File: src/rtl/ps2_pkg.sv
// Shared types and constants for the PS/2 receive path.
package ps2_pkg;

  localparam logic [7:0] PS2_PFX_EXT    = 8'hE0;
  localparam logic [7:0] PS2_PFX_BRK    = 8'hF0;
  localparam int         PS2_FRAME_BITS = 11;

  typedef struct packed {
    logic       ext;
    logic       brk;
    logic [7:0] code;
  } ps2_evt_t;

endpackage

File: src/rtl/ps2_frame_rx.sv
// PS/2 frame deserialiser: pin synchronisers, falling-edge strobe, 11-bit frame
// counter, start/parity/stop check. With PS2_RX_TIMEOUT_EN defined, a watchdog
// aborts a frame whose ps2_clk stalls for TIMEOUT_CYC clk cycles.
module ps2_frame_rx
  import ps2_pkg::*;
#(
  parameter int TIMEOUT_CYC = 50000
) (
  input  logic       clk,
  input  logic       clrn,
  input  logic       i_ps2_clk,
  input  logic       i_ps2_data,
  output logic       o_byte_vld,
  output logic [7:0] o_byte,
  output logic       o_frame_err
);

  localparam logic [3:0] LAST_BIT = 4'(PS2_FRAME_BITS - 1);

  logic       r_clk_s1, r_clk_s2, r_clk_hist;
  logic       r_dat_s1, r_dat_s2;
  logic [3:0] r_cnt;
  logic [9:0] r_buf;
  logic       w_strobe, w_last, w_ok, w_timeout;

  // Two-FF synchronisers on both pins plus a history FF for edge detection.
  always_ff @(posedge clk or negedge clrn) begin
    if (!clrn) begin
      r_clk_s1   <= 1'b1;
      r_clk_s2   <= 1'b1;
      r_clk_hist <= 1'b1;
      r_dat_s1   <= 1'b1;
      r_dat_s2   <= 1'b1;
    end else begin
      r_clk_s1   <= i_ps2_clk;
      r_clk_s2   <= r_clk_s1;
      r_clk_hist <= r_clk_s2;
      r_dat_s1   <= i_ps2_data;
      r_dat_s2   <= r_dat_s1;
    end
  end

  assign w_strobe = r_clk_hist & ~r_clk_s2;
  assign w_last   = w_strobe & (r_cnt == LAST_BIT);
  // Start bit low, odd parity across data+parity, stop bit (live on the pin) high.
  assign w_ok     = ~r_buf[0] & (^r_buf[9:1]) & r_dat_s2;

`ifdef PS2_RX_TIMEOUT_EN
  localparam int WD_W = $clog2(TIMEOUT_CYC + 1);
  logic [WD_W-1:0] r_wd;

  assign w_timeout = (r_cnt != 4'd0) & ~w_strobe & (r_wd == WD_W'(TIMEOUT_CYC - 1));

  // Watchdog: counts idle cycles inside a frame, reloads on every strobe.
  always_ff @(posedge clk or negedge clrn) begin
    if (!clrn)                            r_wd <= '0;
    else if (w_strobe || r_cnt == 4'd0)   r_wd <= '0;
    else if (w_timeout)                   r_wd <= '0;
    else                                  r_wd <= r_wd + WD_W'(1);
  end
`else
  assign w_timeout = 1'b0;
`endif

  // Bit counter: 0..10, one step per strobe, back to 0 at end of frame or on abort.
  always_ff @(posedge clk or negedge clrn) begin
    if (!clrn)                   r_cnt <= 4'd0;
    else if (w_timeout)          r_cnt <= 4'd0;
    else if (w_strobe) begin
      if (r_cnt == LAST_BIT)     r_cnt <= 4'd0;
      else                       r_cnt <= r_cnt + 4'd1;
    end
  end

  // Shift register for start, data and parity bits (LSB first on the wire).
  always_ff @(posedge clk) begin
    if (w_strobe && r_cnt != LAST_BIT) r_buf <= {r_dat_s2, r_buf[9:1]};
  end

  assign o_byte_vld  = w_last & w_ok;
  assign o_byte      = r_buf[8:1];
  assign o_frame_err = (w_last & ~w_ok) | w_timeout;

endmodule

File: src/rtl/ps2_rx_event.sv
// PS/2 receiver top: folds E0/F0 prefix bytes into per-event flags and queues
// events in a show-ahead FIFO with level and sticky overflow reporting.
// Optional macro PS2_RX_TIMEOUT_EN enables the mid-frame watchdog in ps2_frame_rx.
module ps2_rx_event
  import ps2_pkg::*;
#(
  parameter int FIFO_DEPTH  = 8,
  parameter int TIMEOUT_CYC = 50000
) (
  input  logic                        clk,
  input  logic                        clrn,
  input  logic                        ps2_clk,
  input  logic                        ps2_data,
  output logic                        evt_valid,
  input  logic                        evt_rd,
  output logic [7:0]                  evt_code,
  output logic                        evt_ext,
  output logic                        evt_brk,
  output logic [$clog2(FIFO_DEPTH):0] level,
  output logic                        overflow,
  input  logic                        ovf_clr,
  output logic                        frame_err
);

  localparam int PTR_W = $clog2(FIFO_DEPTH);
  localparam int LVL_W = PTR_W + 1;

  logic             w_byte_vld, w_frame_err;
  logic [7:0]       w_byte;
  logic             r_ext, r_brk;
  logic             r_frame_err;
  logic             r_overflow;
  logic [PTR_W-1:0] r_wr_ptr, r_rd_ptr;
  logic [LVL_W-1:0] r_level;
  ps2_evt_t         r_mem [FIFO_DEPTH];
  ps2_evt_t         w_evt_in, w_head;
  logic             w_is_pfx, w_push, w_pop, w_full, w_wr_en;

  ps2_frame_rx #(.TIMEOUT_CYC(TIMEOUT_CYC)) u_frame (
    .clk        (clk),
    .clrn       (clrn),
    .i_ps2_clk  (ps2_clk),
    .i_ps2_data (ps2_data),
    .o_byte_vld (w_byte_vld),
    .o_byte     (w_byte),
    .o_frame_err(w_frame_err)
  );

  assign w_is_pfx = (w_byte == PS2_PFX_EXT) | (w_byte == PS2_PFX_BRK);
  assign w_push   = w_byte_vld & ~w_is_pfx;
  assign w_pop    = evt_rd & (r_level != '0);
  assign w_full   = (r_level == LVL_W'(FIFO_DEPTH));
  // When full, a same-cycle pop frees the slot the push needs.
  assign w_wr_en  = w_push & (~w_full | w_pop);
  assign w_evt_in = '{ext: r_ext, brk: r_brk, code: w_byte};

  // Prefix flags: set by E0/F0, consumed by the next real code, dropped on a bad frame.
  always_ff @(posedge clk or negedge clrn) begin
    if (!clrn) begin
      r_ext <= 1'b0;
      r_brk <= 1'b0;
    end else if (w_frame_err) begin
      r_ext <= 1'b0;
      r_brk <= 1'b0;
    end else if (w_byte_vld) begin
      if (w_byte == PS2_PFX_EXT)      r_ext <= 1'b1;
      else if (w_byte == PS2_PFX_BRK) r_brk <= 1'b1;
      else begin
        r_ext <= 1'b0;
        r_brk <= 1'b0;
      end
    end
  end

  // FIFO storage; only written, never reset.
  always_ff @(posedge clk) begin
    if (w_wr_en) r_mem[r_wr_ptr] <= w_evt_in;
  end

  // FIFO pointers, occupancy, sticky overflow and the registered error pulse.
  always_ff @(posedge clk or negedge clrn) begin
    if (!clrn) begin
      r_wr_ptr    <= '0;
      r_rd_ptr    <= '0;
      r_level     <= '0;
      r_overflow  <= 1'b0;
      r_frame_err <= 1'b0;
    end else begin
      r_frame_err <= w_frame_err;
      if (w_wr_en) r_wr_ptr <= r_wr_ptr + PTR_W'(1);
      if (w_pop)   r_rd_ptr <= r_rd_ptr + PTR_W'(1);
      r_level <= r_level + LVL_W'(w_wr_en) - LVL_W'(w_pop);
      if (w_push && w_full && !w_pop) r_overflow <= 1'b1;
      else if (ovf_clr)               r_overflow <= 1'b0;
    end
  end

  assign w_head    = r_mem[r_rd_ptr];
  assign evt_valid = (r_level != '0);
  assign evt_code  = evt_valid ? w_head.code : 8'h00;
  assign evt_ext   = evt_valid & w_head.ext;
  assign evt_brk   = evt_valid & w_head.brk;
  assign level     = r_level;
  assign overflow  = r_overflow;
  assign frame_err = r_frame_err;

endmodule

File: config.mk
export PLATFORM = sky130hd
export DESIGN_NAME = ps2_rx_event
export DESIGN_NICKNAME = d
export VERILOG_FILES = /design/src/rtl/ps2_pkg.sv /design/src/rtl/ps2_frame_rx.sv /design/src/rtl/ps2_rx_event.sv
export SDC_FILE = /design/constraint.sdc
export NUM_CORES = 1
export LEC_CHECK = 0
export ABC_AREA = 1
export BUFFER_PORTS_ARGS = -buffer_cell sky130_fd_sc_hd__buf_2
export CORE_UTILIZATION = 50
export CTS_BUF_LIST = sky130_fd_sc_hd__clkbuf_8 sky130_fd_sc_hd__clkbuf_16
export CTS_CLUSTER_SIZE = 20
export DETAILED_ROUTE_END_ITERATION = 6
export PLACE_DENSITY = 0.67
export SLEW_MARGIN = 30
export SYNTH_ARGS = -nofsm -noshare
export SYNTH_HDL_FRONTEND = slang
export SYNTH_SLANG_ARGS = --single-unit
File: constraint.sdc
create_clock -name clk -period 2.9 [get_ports clk]
set_clock_uncertainty 0.05 [all_clocks]
set_input_delay 0.29 -clock clk [delete_from_list [all_inputs] [get_ports clk]]
set_output_delay 0.29 -clock clk [all_outputs]
set_load 0.01 [all_outputs]
==> results of run 1 <==
## routing by layer
| metal | track usage, % | vias up | share of wire, % |
|---|---|---|---|
| li1 | - | 1477 | - |
| met1 | 27.4 | 1462 | 43 |
| met2 | 35.6 | 90 | 51 |
| met3 | 4.99 | 4 | 5.7 |
| met4 | 10.1 | 0 | 0.48 |
| met5 | 0 | - | 0 |
## power groups by stage
| stage | combinational, mW | clock (mW) | sequential, mW |
|---|---|---|---|
| after global placement | 1.45 | 0 | 2.05 |
| after global routing | 1.69 | 2.12 | 2.04 |
| after CTS | 1.52 | 2.03 | 2.03 |
| final | 1.51 | 2.01 | 2.02 |
| after floorplan | 1.03 | 0 | 2.02 |
| after detailed placement | 1.50 | 0 | 2.06 |
## sequential cells by signal, indices dropped and copies added, names as in the netlist
| name | count |
|---|---|
| frame_err | 1 |
| r_brk | 1 |
| u_frame.r_clk_hist | 1 |
| u_frame.r_clk_s2 | 1 |
| r_mem | 80 |
| u_frame.r_buf | 10 |
| u_frame.r_dat_s2 | 1 |
| overflow | 1 |
| u_frame.r_cnt | 4 |
| u_frame.r_dat_s1 | 1 |
| level | 4 |
| r_wr_ptr | 3 |
| r_ext | 1 |
| r_rd_ptr | 3 |
| u_frame.r_clk_s1 | 1 |
## layout make-up
| type | instances | area, µm² | area share [%] |
|---|---|---|---|
| clock buffers | 17 | 414 | 7.16 |
| clock inverters | 15 | 166 | 2.88 |
| inverters | 35 | 131 | 2.27 |
| multi-input cells | 226 | 1280 | 22.2 |
| flip-flops and latches | 113 | 3280 | 56.8 |
| well taps | 129 | 161 | 2.79 |
| repair buffers | 48 | 340 | 5.88 |
## kinds of logic after synthesis
| kind of cell | count (synthesis) | share of synthesized area, % |
|---|---|---|
| and+or+nand+nor | 143 | 13.5 |
| DFF | 113 | 69.1 |
| AOI/OAI and AO/OA | 63 | 8.43 |
| buffers and inverters | 50 | 4.05 |
| adders and majority gates | 14 | 3.84 |
| xor gates and xnor gates | 6 | 1.11 |
## synth_stat cells (3+ instances only)
cell type / instances / area (µm²)
nand3_1: 7 / 35.0
inv_2: 3 / 11.3
o32ai_1: 20 / 175
o21ai_1: 11 / 55.1
nor2_1: 98 / 368
nor2_4: 4 / 45.0
clkbuf_1: 10 / 37.5
nand2_1: 27 / 101
o21ai_0: 23 / 115
dfrtp_1: 18 / 450
dfstp_2: 5 / 131
xor2_1: 4 / 35.0
a21oi_1: 4 / 20.0
edfxtp_1: 90 / 2700
ha_1: 13 / 163
buf_2: 4 / 20.0
inv_1: 31 / 116
## through the flow
stage	hold WS, ns	instance area, µm²	worst slack (ns)	utilization (%)
after floorplan	-0.0556	4750	0.307	-
after CTS	0.0681	5770	0.161	62.4
final	0.0865	5780	0.230	62.6
after global routing	0.0911	5780	0.00467	62.6
after detailed placement	0.248	5140	0.222	55.7
after global placement	0.243	5140	0.301	55.7
## worst register-to-register path: cells and delay by family, from the launching register on
family	cells	cell delay [ns]
buf+inv	2	0.07
flops	1	0.41
simple gates	6	0.64
fa+ha+maj	4	1.22
xor+xnor	1	0.17
## how the worst max path moves through the flow
stage,cells after the start,end,slack (ns)
6_report,13,level[2],0.23
5_1_grt,13,level[2],0.005
4_1_cts,11,level[2],0.16
3_5_place_dp,11,level[2],0.22
3_3_place_gp,11,level[2],0.30
2_1_floorplan,15,level[2],0.31
## what timing repair did
item                                   in CTS  in global routing
setup buffers                               0                  1
resized for setup                           0                  2
endpoints found under the hold margin      21                  0
hold buffers                                4                  0
setup endpoints to repair                   0                  1
==> results.json, run 1 <==
{
  "status": "finished clean",
  "post-route-drc-count": 0,
  "critPathKind": "reg -> reg",
  "yosysUniqueCellTypes": 29,
  "grt_usage_pct": 21.6,
  "drive_above_1_share_pct": 20.3,
  "setup_violations": 0,
  "nets": 461,
  "synth_area_mm2": 0.00475,
  "critPathRequiredTime_ns": 3.23,
  "cts_tree": "done",
  "grt_max_degree": 41,
  "worst_pin_slew_ns": 0.529,
  "initial_utilization_pct": 51.4,
  "fin_crit_ns": 2.67,
  "seq_power_share_pct": 36.5,
  "worst_hold_path_type": "in -> reg",
  "fmax_ghz": 0.374,
  "clock_path_buffers": 2,
  "ys_ff_latch": 113,
  "crit_path_end_kind": "flop",
  "relSlewSlack_pct": 64.7,
  "ys_seq_area_share_pct": 69.1,
  "setup-tns-final_ns": 0,
  "syn2layout_area_growth_pct": 21.7,
  "layout_commonest_cell": "nor2_1",
  "wl_per_cell_um": 16.4,
  "stdcell_count": 583,
  "core_mm2": 0.00924,
  "antenna_found_initial": 0,
  "internal-power_mw": 3.77,
  "dpl.cell_count": 546,
  "num-fill-cells": 709,
  "crit_chain": "ha_1 > inv_1 > nand2_1 > nand2_1 > nand2_1 > nand3_1 > nand2_2 > nand4_1 > ha_1 > inv_1 > ha_1 > fa_1 > xor2_1",
  "cap_violations": 0,
  "switchingPower_mw": 1.78,
  "power_mw": 5.54,
  "avgSynthCellArea_um2": 12.2,
  "place_congestion": 0.786,
  "io_pins": 23,
  "hp-start": "evt_rd",
  "critPathMaxFanout": 3,
  "port_buffers": 22,
  "cp-start-kind": "flop",
  "hpwlAfterDp_um": 5860,
  "r2r_slack_ns": 0.23,
  "postSynth.asyncResetShare_pct": 20.4,
  "slowest_delay_ns": 0.41,
  "r2r-end": "level[2]",
  "synth_nets": 409,
  "path_delay_family": "adder cells",
  "synth_edf_count": 90,
  "hold_viol": 0,
  "powerDensity_mw_per_mm2": 958,
  "reg2reg_depth": 13,
  "p_sw_share_pct": 32.1,
  "ys.flop_type": "edfxtp_1",
  "worstPathArrival_ns": 3.00,
  "synthCells": 389,
  "finalWirelength_um": 9580,
  "clk_pin_slew_worst_paths_ns": 0.06,
  "finalMaxSlewViolations": 0,
  "crit_start": "u_frame.r_buf[6]",
  "antennaDiodeCount": 0,
  "r2r_start": "u_frame.r_buf[6]",
  "crit_buf_inv": 2,
  "leakage_nw": 2.27,
  "ant_nets": 0,
  "fp.dieArea_mm2": 0.00990,
  "slowest_stage": "edfxtp_1",
  "detail_route.iter0.violations": 237,
  "ir_worst_vdd_mv": 0.592,
  "grt_pass1_wl_um": 15500,
  "numCtsBuffers": 17,
  "viasPerCell": 5.20,
  "dieWidth_um": 99.5,
  "holdPathEnd": "r_rd_ptr[0]",
  "vias": 3033,
  "cts.sinks": 113,
  "dieHeight_um": 99.5,
  "htree_levels": 4,
  "comb_power_share_pct": 27.2,
  "grt_pass1_vias": 3116,
  "clk_latency_ns": 0.50,
  "ys.warnings.count": 0,
  "p_clk_share_pct": 36.2,
  "rsz0062_at_grt": "false",
  "root_buffer": "clkbuf_8",
  "post-route-period-util_pct": 92.1,
  "grt-ovfl-total": 0,
  "min_path_cells": 3,
  "first_pass_iters": 4,
  "rows": 35,
  "mostFrequentLayoutCells": "nor2_1, edfxtp_1, inv_1"
}
(Power assumes the default switching activity.)
==> run 2: changes to the inputs <==
SYNTH_HIERARCHICAL = 1   (was unset)
==> results.json, run 2 <==
{
  "status": "finished clean",
  "leakage_nw": 2.29,
  "vias": 3268,
  "post-route-period-util_pct": 90.6,
  "synth_area_leaders": "edfxtp_1, dfrtp_1, nor2_1",
  "fp.dieArea_mm2": 0.0103,
  "ys_ff_latch": 113,
  "numCtsBuffers": 17,
  "nets": 496,
  "avgSynthCellArea_um2": 11.0,
  "synth_area_mm2": 0.00495,
  "dieWidth_um": 101,
  "detail_route.iter0.violations": 235,
  "critPathRequiredTime_ns": 3.25,
  "final_core_util_pct": 60.9,
  "p_clk_share_pct": 35.4,
  "yosys.area.top_type_share_pct": 54.6,
  "largest_reg_flops": 80,
  "rows": 35,
  "post-cts-setup-buffer-count": 0,
  "place_congestion": 0.769,
  "synthCells": 449,
  "io_pins": 23,
  "layout_commonest_cell": "nor2_1",
  "cp_common_cell": "nand2_1",
  "design_area_mm2": 0.00573,
  "grt_max_degree": 42,
  "syn2layout_area_growth_pct": 15.9,
  "comb_power_share_pct": 27.7,
  "finalMaxSlewViolations": 0,
  "rsz0062_at_grt": "false",
  "crit_path_end_kind": "flop",
  "core_mm2": 0.00942,
  "worst_pin_slew_ns": 0.929,
  "regMostFlops": "r_mem",
  "synth_nets": 463,
  "first_pass_iters": 4,
  "grt_pass1_wl_um": 16800,
  "clock_path_buffers": 2,
  "fmax_ghz": 0.381,
  "cap_violations": 0,
  "setup-tns-final_ns": 0,
  "seq_power_share_pct": 36.9,
  "crit_chain": "inv_1 > nand2_2 > nand2_2 > nand2_2 > nand2_1 > nand2_2 > nand2_1 > nand2_1 > nand3_1 > nor2_1 > nand2_1 > nand2_1 > nand2_1 > ha_1 > fa_1 > xor2_1",
  "hpwlAfterDp_um": 5940,
  "synth_largest_area_cell": "edfxtp_1",
  "cp-start-kind": "flop",
  "ant_nets": 0,
  "hold_viol": 0,
  "htree_levels": 4,
  "p_sw_share_pct": 32.6,
  "antennaDiodeCount": 0,
  "viasPerCell": 5.24,
  "critPathKind": "reg -> reg",
  "worst_hold_path_type": "in -> reg",
  "drive_above_1_share_pct": 17.2,
  "crit_buf_inv": 1,
  "grt-ovfl-total": 0,
  "top_regs": "r_mem (80), u_frame/r_buf (10)",
  "fin_hold_ws_ns": 0.0503,
  "synth_most_common_cell": "nor2_1",
  "internal-power_mw": 3.74,
  "grt_pass1_vias": 3348,
  "slowest_stage": "edfxtp_1",
  "ctsResizeCount": 0,
  "relSlewSlack_pct": 38.1,
  "critPathMaxFanout": 12,
  "yosysUniqueCellTypes": 31,
  "post-route-drc-count": 0,
  "root_buffer": "clkbuf_8",
  "antenna_found_initial": 0,
  "synth_edf_count": 90,
  "fin_crit_ns": 2.63,
  "slowest_delay_ns": 0.57,
  "synth_commonest_cells": "nor2_1, edfxtp_1, nand2_1, o21ai_1, inv_1",
  "path_delay_family": "simple AND/OR/NAND/NOR gates",
  "cts.sinks": 113,
  "setup_violations": 0,
  "finalWirelength_um": 10200,
  "powerDensity_mw_per_mm2": 969,
  "ir_worst_vdd_mv": 0.644,
  "clk_pin_slew_worst_paths_ns": 0.05,
  "ys.flop_type": "edfxtp_1",
  "clk_latency_ns": 0.52,
  "postSynth.asyncResetShare_pct": 20.4,
  "wl_per_cell_um": 16.3,
  "placed_area_mm2": 0.00513,
  "grt_usage_pct": 22.8,
  "initial_utilization_pct": 52.5,
  "port_buffers": 22,
  "worstPathArrival_ns": 2.98,
  "ys_seq_area_share_pct": 66.4,
  "hold_buffers": 4,
  "power_mw": 5.56,
  "mostFrequentLayoutCells": "nor2_1, edfxtp_1, nand2_1",
  "switchingPower_mw": 1.81,
  "dieHeight_um": 101,
  "cts_tree": "done",
  "ys.warnings.count": 6
}
[run 2: cell count changes in the layout (fill, tap and decap cells not counted), moves of 9 or more]
| cell | before | now |
|---|---|---|
| o21ai_0 | 23 | 14 |
| nor2_1 | 98 | 118 |
| o21ai_1 | 11 | 41 |
| nand3_1 | 7 | 20 |
| nand2_1 | 26 | 46 |
| o32ai_1 | 20 | 0 |
[run 2: per-layer routing]
layer  part of all wire, %  global-route usage [%]
met5                     0                       0
met4                   1.7                    12.2
met3                   5.5                    5.59
met2                    50                    37.1
met1                    43                    28.5
[run 2: worst min-delay path: stages]
cell     delay, ns
buf_2         0.11
nand2_2       0.10
xor2_1        0.07
[run 2: logic make-up (layout without fill, tap and decap cells)]
logic type | count (synthesis) | after routing | share of synthesized area [%]
adders and majority gates | 8 | 8 | 2.18
buffers and inverters | 55 | 101 | 6.38
xor gates and xnor gates | 6 | 6 | 1.21
and+or+nand+nor | 203 | 203 | 17.2
AOI/OAI and AO/OA | 64 | 64 | 6.63
DFF | 113 | 113 | 66.4
[run 2: through the flow]
stage | setup slack [ns] | cells
after floorplan | 0.587 | 449
final | 0.273 | 624
after global placement | 0.428 | 588
after global routing | 0.0552 | 624
after CTS | 0.288 | 624
after detailed placement | 0.310 | 588
[run 2: power groups by stage]
| stage | logic (mW) | registers (mW) | clock network [mW] |
|---|---|---|---|
| detailed placement | 1.54 | 2.08 | 0 |
| floorplan | 1.20 | 2.02 | 0 |
| global placement | 1.49 | 2.07 | 0 |
| global route | 1.75 | 2.07 | 2.08 |
| CTS | 1.56 | 2.05 | 2.00 |
| finish | 1.54 | 2.05 | 1.97 |
[run 2: final cells by class]
| type | count | area, µm² |
|---|---|---|
| well taps | 129 | 161 |
| multi-input cells | 281 | 1350 |
| clock inverters | 15 | 151 |
| inverters | 29 | 109 |
| fillers | 723 | 3680 |
| clock buffers | 17 | 414 |
| repair buffers | 40 | 268 |
| flip-flops and latches | 113 | 3280 |
[run 2: worst paths after layout]
check,slack [ns],startpoint,cells past startpoint,end
max,0.27,u_frame/r_buf[8],16,level[2]
min,0.05,evt_rd,3,r_rd_ptr[0]
max reg2reg,0.27,u_frame/r_buf[8],16,level[2]
min reg2reg,0.30,u_frame/r_clk_s1,0,u_frame/r_clk_s2
max in group asynchronous,2.22,clrn,2,u_frame/r_clk_s1
min in group asynchronous,0.22,clrn,2,u_frame/r_cnt[2]
==> run 3: changes to the inputs <==
CTS_CLUSTER_SIZE = 40   (was 20)
HOLD_SLACK_MARGIN = 0.03   (was unset)
clock period = 3.2 ns   (was 2.9 ns; I/O delays follow)
==> results.json, run 3 (synthesized netlist as in run 2, its figures left out) <==
{
  "status": "finished clean",
  "crit_start": "r_rd_ptr[1]",
  "pre_cts_ws_ns": 0.571,
  "ant_nets": 0,
  "dieWidth_um": 101,
  "dieHeight_um": 101,
  "place_congestion": 0.750,
  "ff_latch_area_mm2": 0.00328,
  "relSlewSlack_pct": 42.6,
  "cts.sinks": 113,
  "antenna_found_initial": 0,
  "critPathRequiredTime_ns": 2.83,
  "hold_viol": 0,
  "critPathMaxFanout": 13,
  "layout_commonest_cell": "nor2_1",
  "power_mw": 4.99,
  "r2r_slack_ns": 0.55,
  "post-route-period-util_pct": 85.6,
  "fmax_ghz": 0.365,
  "numCtsBuffers": 17,
  "vias": 3224,
  "viasPerCell": 5.18,
  "grt_usage_pct": 22.2,
  "core_mm2": 0.00942,
  "nets": 495,
  "reg2reg_depth": 16,
  "hp-start": "evt_rd",
  "largest_reg_flops": 80,
  "mostFrequentLayoutCells": "nor2_1, edfxtp_1, nand2_1",
  "clock_path_buffers": 2,
  "crit_chain": "inv_1 > nor2_1 > o21ai_1 > nand3_1 > nand2_1 > nor2_1 > buf_2",
  "grt_pass1_wl_um": 16500,
  "setup_violations": 0,
  "syn2layout_area_growth_pct": 15.5,
  "multiInputGateArea_mm2": 0.00135,
  "worst_pin_slew_ns": 0.861,
  "io_pins": 23,
  "r2r-end": "level[2]",
  "worst_hold_path_type": "in -> reg",
  "antennaDiodeCount": 0,
  "path_delay_family": "flip-flops",
  "crit_buf_inv": 2,
  "finalMaxSlewViolations": 0,
  "clk_latency_ns": 0.51,
  "setup-tns-final_ns": 0,
  "hpwlAfterDp_um": 5860,
  "drive_above_1_share_pct": 17.0,
  "ir_worst_vdd_mv": 0.658,
  "num-fill-cells": 745,
  "htree_levels": 4,
  "port_buffers": 22,
  "cts_tree": "done",
  "r2r_start": "u_frame/r_buf[8]",
  "holdPathEnd": "r_rd_ptr[0]",
  "cp-start-kind": "flop",
  "grt_max_degree": 42,
  "cap_violations": 0,
  "fin_hold_ws_ns": 0.0868,
  "worstPathArrival_ns": 2.37,
  "leakage_nw": 2.27,
  "fin_crit_ns": 2.74,
  "root_buffer": "clkbuf_8",
  "hold_buffers": 4,
  "top_regs": "r_mem (80), u_frame/r_buf (10)",
  "wl_per_cell_um": 15.9,
  "grt-ovfl-total": 0,
  "rsz0062_at_grt": "false",
  "initial_utilization_pct": 52.5,
  "first_pass_iters": 4,
  "final_core_util_pct": 60.7,
  "detail_route.iter0.violations": 222,
  "slowest_delay_ns": 0.66,
  "regMostFlops": "r_mem",
  "powerDensity_mw_per_mm2": 873,
  "clk_pin_slew_worst_paths_ns": 0.05,
  "ctsResizeCount": 0,
  "post-route-drc-count": 0,
  "grt_pass1_vias": 3273,
  "fp.dieArea_mm2": 0.0103,
  "finalWirelength_um": 9920,
  "critPathKind": "reg -> out",
  "rows": 35,
  "slowest_stage": "dfrtp_1",
  "cp_common_cell": "nor2_1",
  "post-cts-setup-buffer-count": 0,
  "min_path_cells": 3,
  "worst_slack_ns": 0.461,
  "crit_path_end_kind": "output port"
}
-- run 3: changes by cell type in the layout (fill, tap and decap cells not counted), sizes merged --
cell and change:
clkinv +1, inv -2, buf -1
-- run 3: final cells by class --
type	count	area share, %
Sequential cell	113	57.5
Multi-Input combinational cell	281	23.6
Clock buffer	17	7.25
Timing Repair Buffer	39	4.34
Tap cell	129	2.83
Clock inverter	14	2.59
Inverter	29	1.91
-- run 3: worst max-delay path by stage --
stage | slack, ns | end | cells after the start
finish | 0.46 | evt_code[7] | 7
global route | 0.31 | evt_code[7] | 7
CTS | 0.46 | evt_code[7] | 7
detailed placement | 0.57 | level[2] | 16
global placement | 0.71 | level[2] | 16
floorplan | 0.89 | level[2] | 16
-- run 3: layer usage --
metal	track usage, %	part of all wire [%]
met1	29.2	44
met2	34.6	47
met3	4.42	5.3
met4	12.9	3.0
met5	0	0
-- run 3: per-stage QoR --
stage          area [µm²]  std cells
2_1_floorplan        4950        449
3_3_place_gp         5110        587
3_5_place_dp         5110        587
4_1_cts              5710        622
5_1_grt              5710        622
6_report             5710        622
-- run 3: power breakdown --
part	internal [mW]	switching (mW)	total (mW)	leakage, nW
sequential	1.71	0.175	1.88	1.09
clock	1.16	0.615	1.78	0.281
combinational	0.498	0.832	1.33	0.903
total	3.37	1.62	4.99	2.27
-- run 3: worst reg2reg max path, delay by kind of cell, from the launching register on --
kind / cells / cell delay [ns]
xor+xnor: 1 / 0.17
fa+ha+maj: 2 / 0.59
buf+inv: 1 / 0.13
flops: 1 / 0.56
simple gates: 12 / 1.04
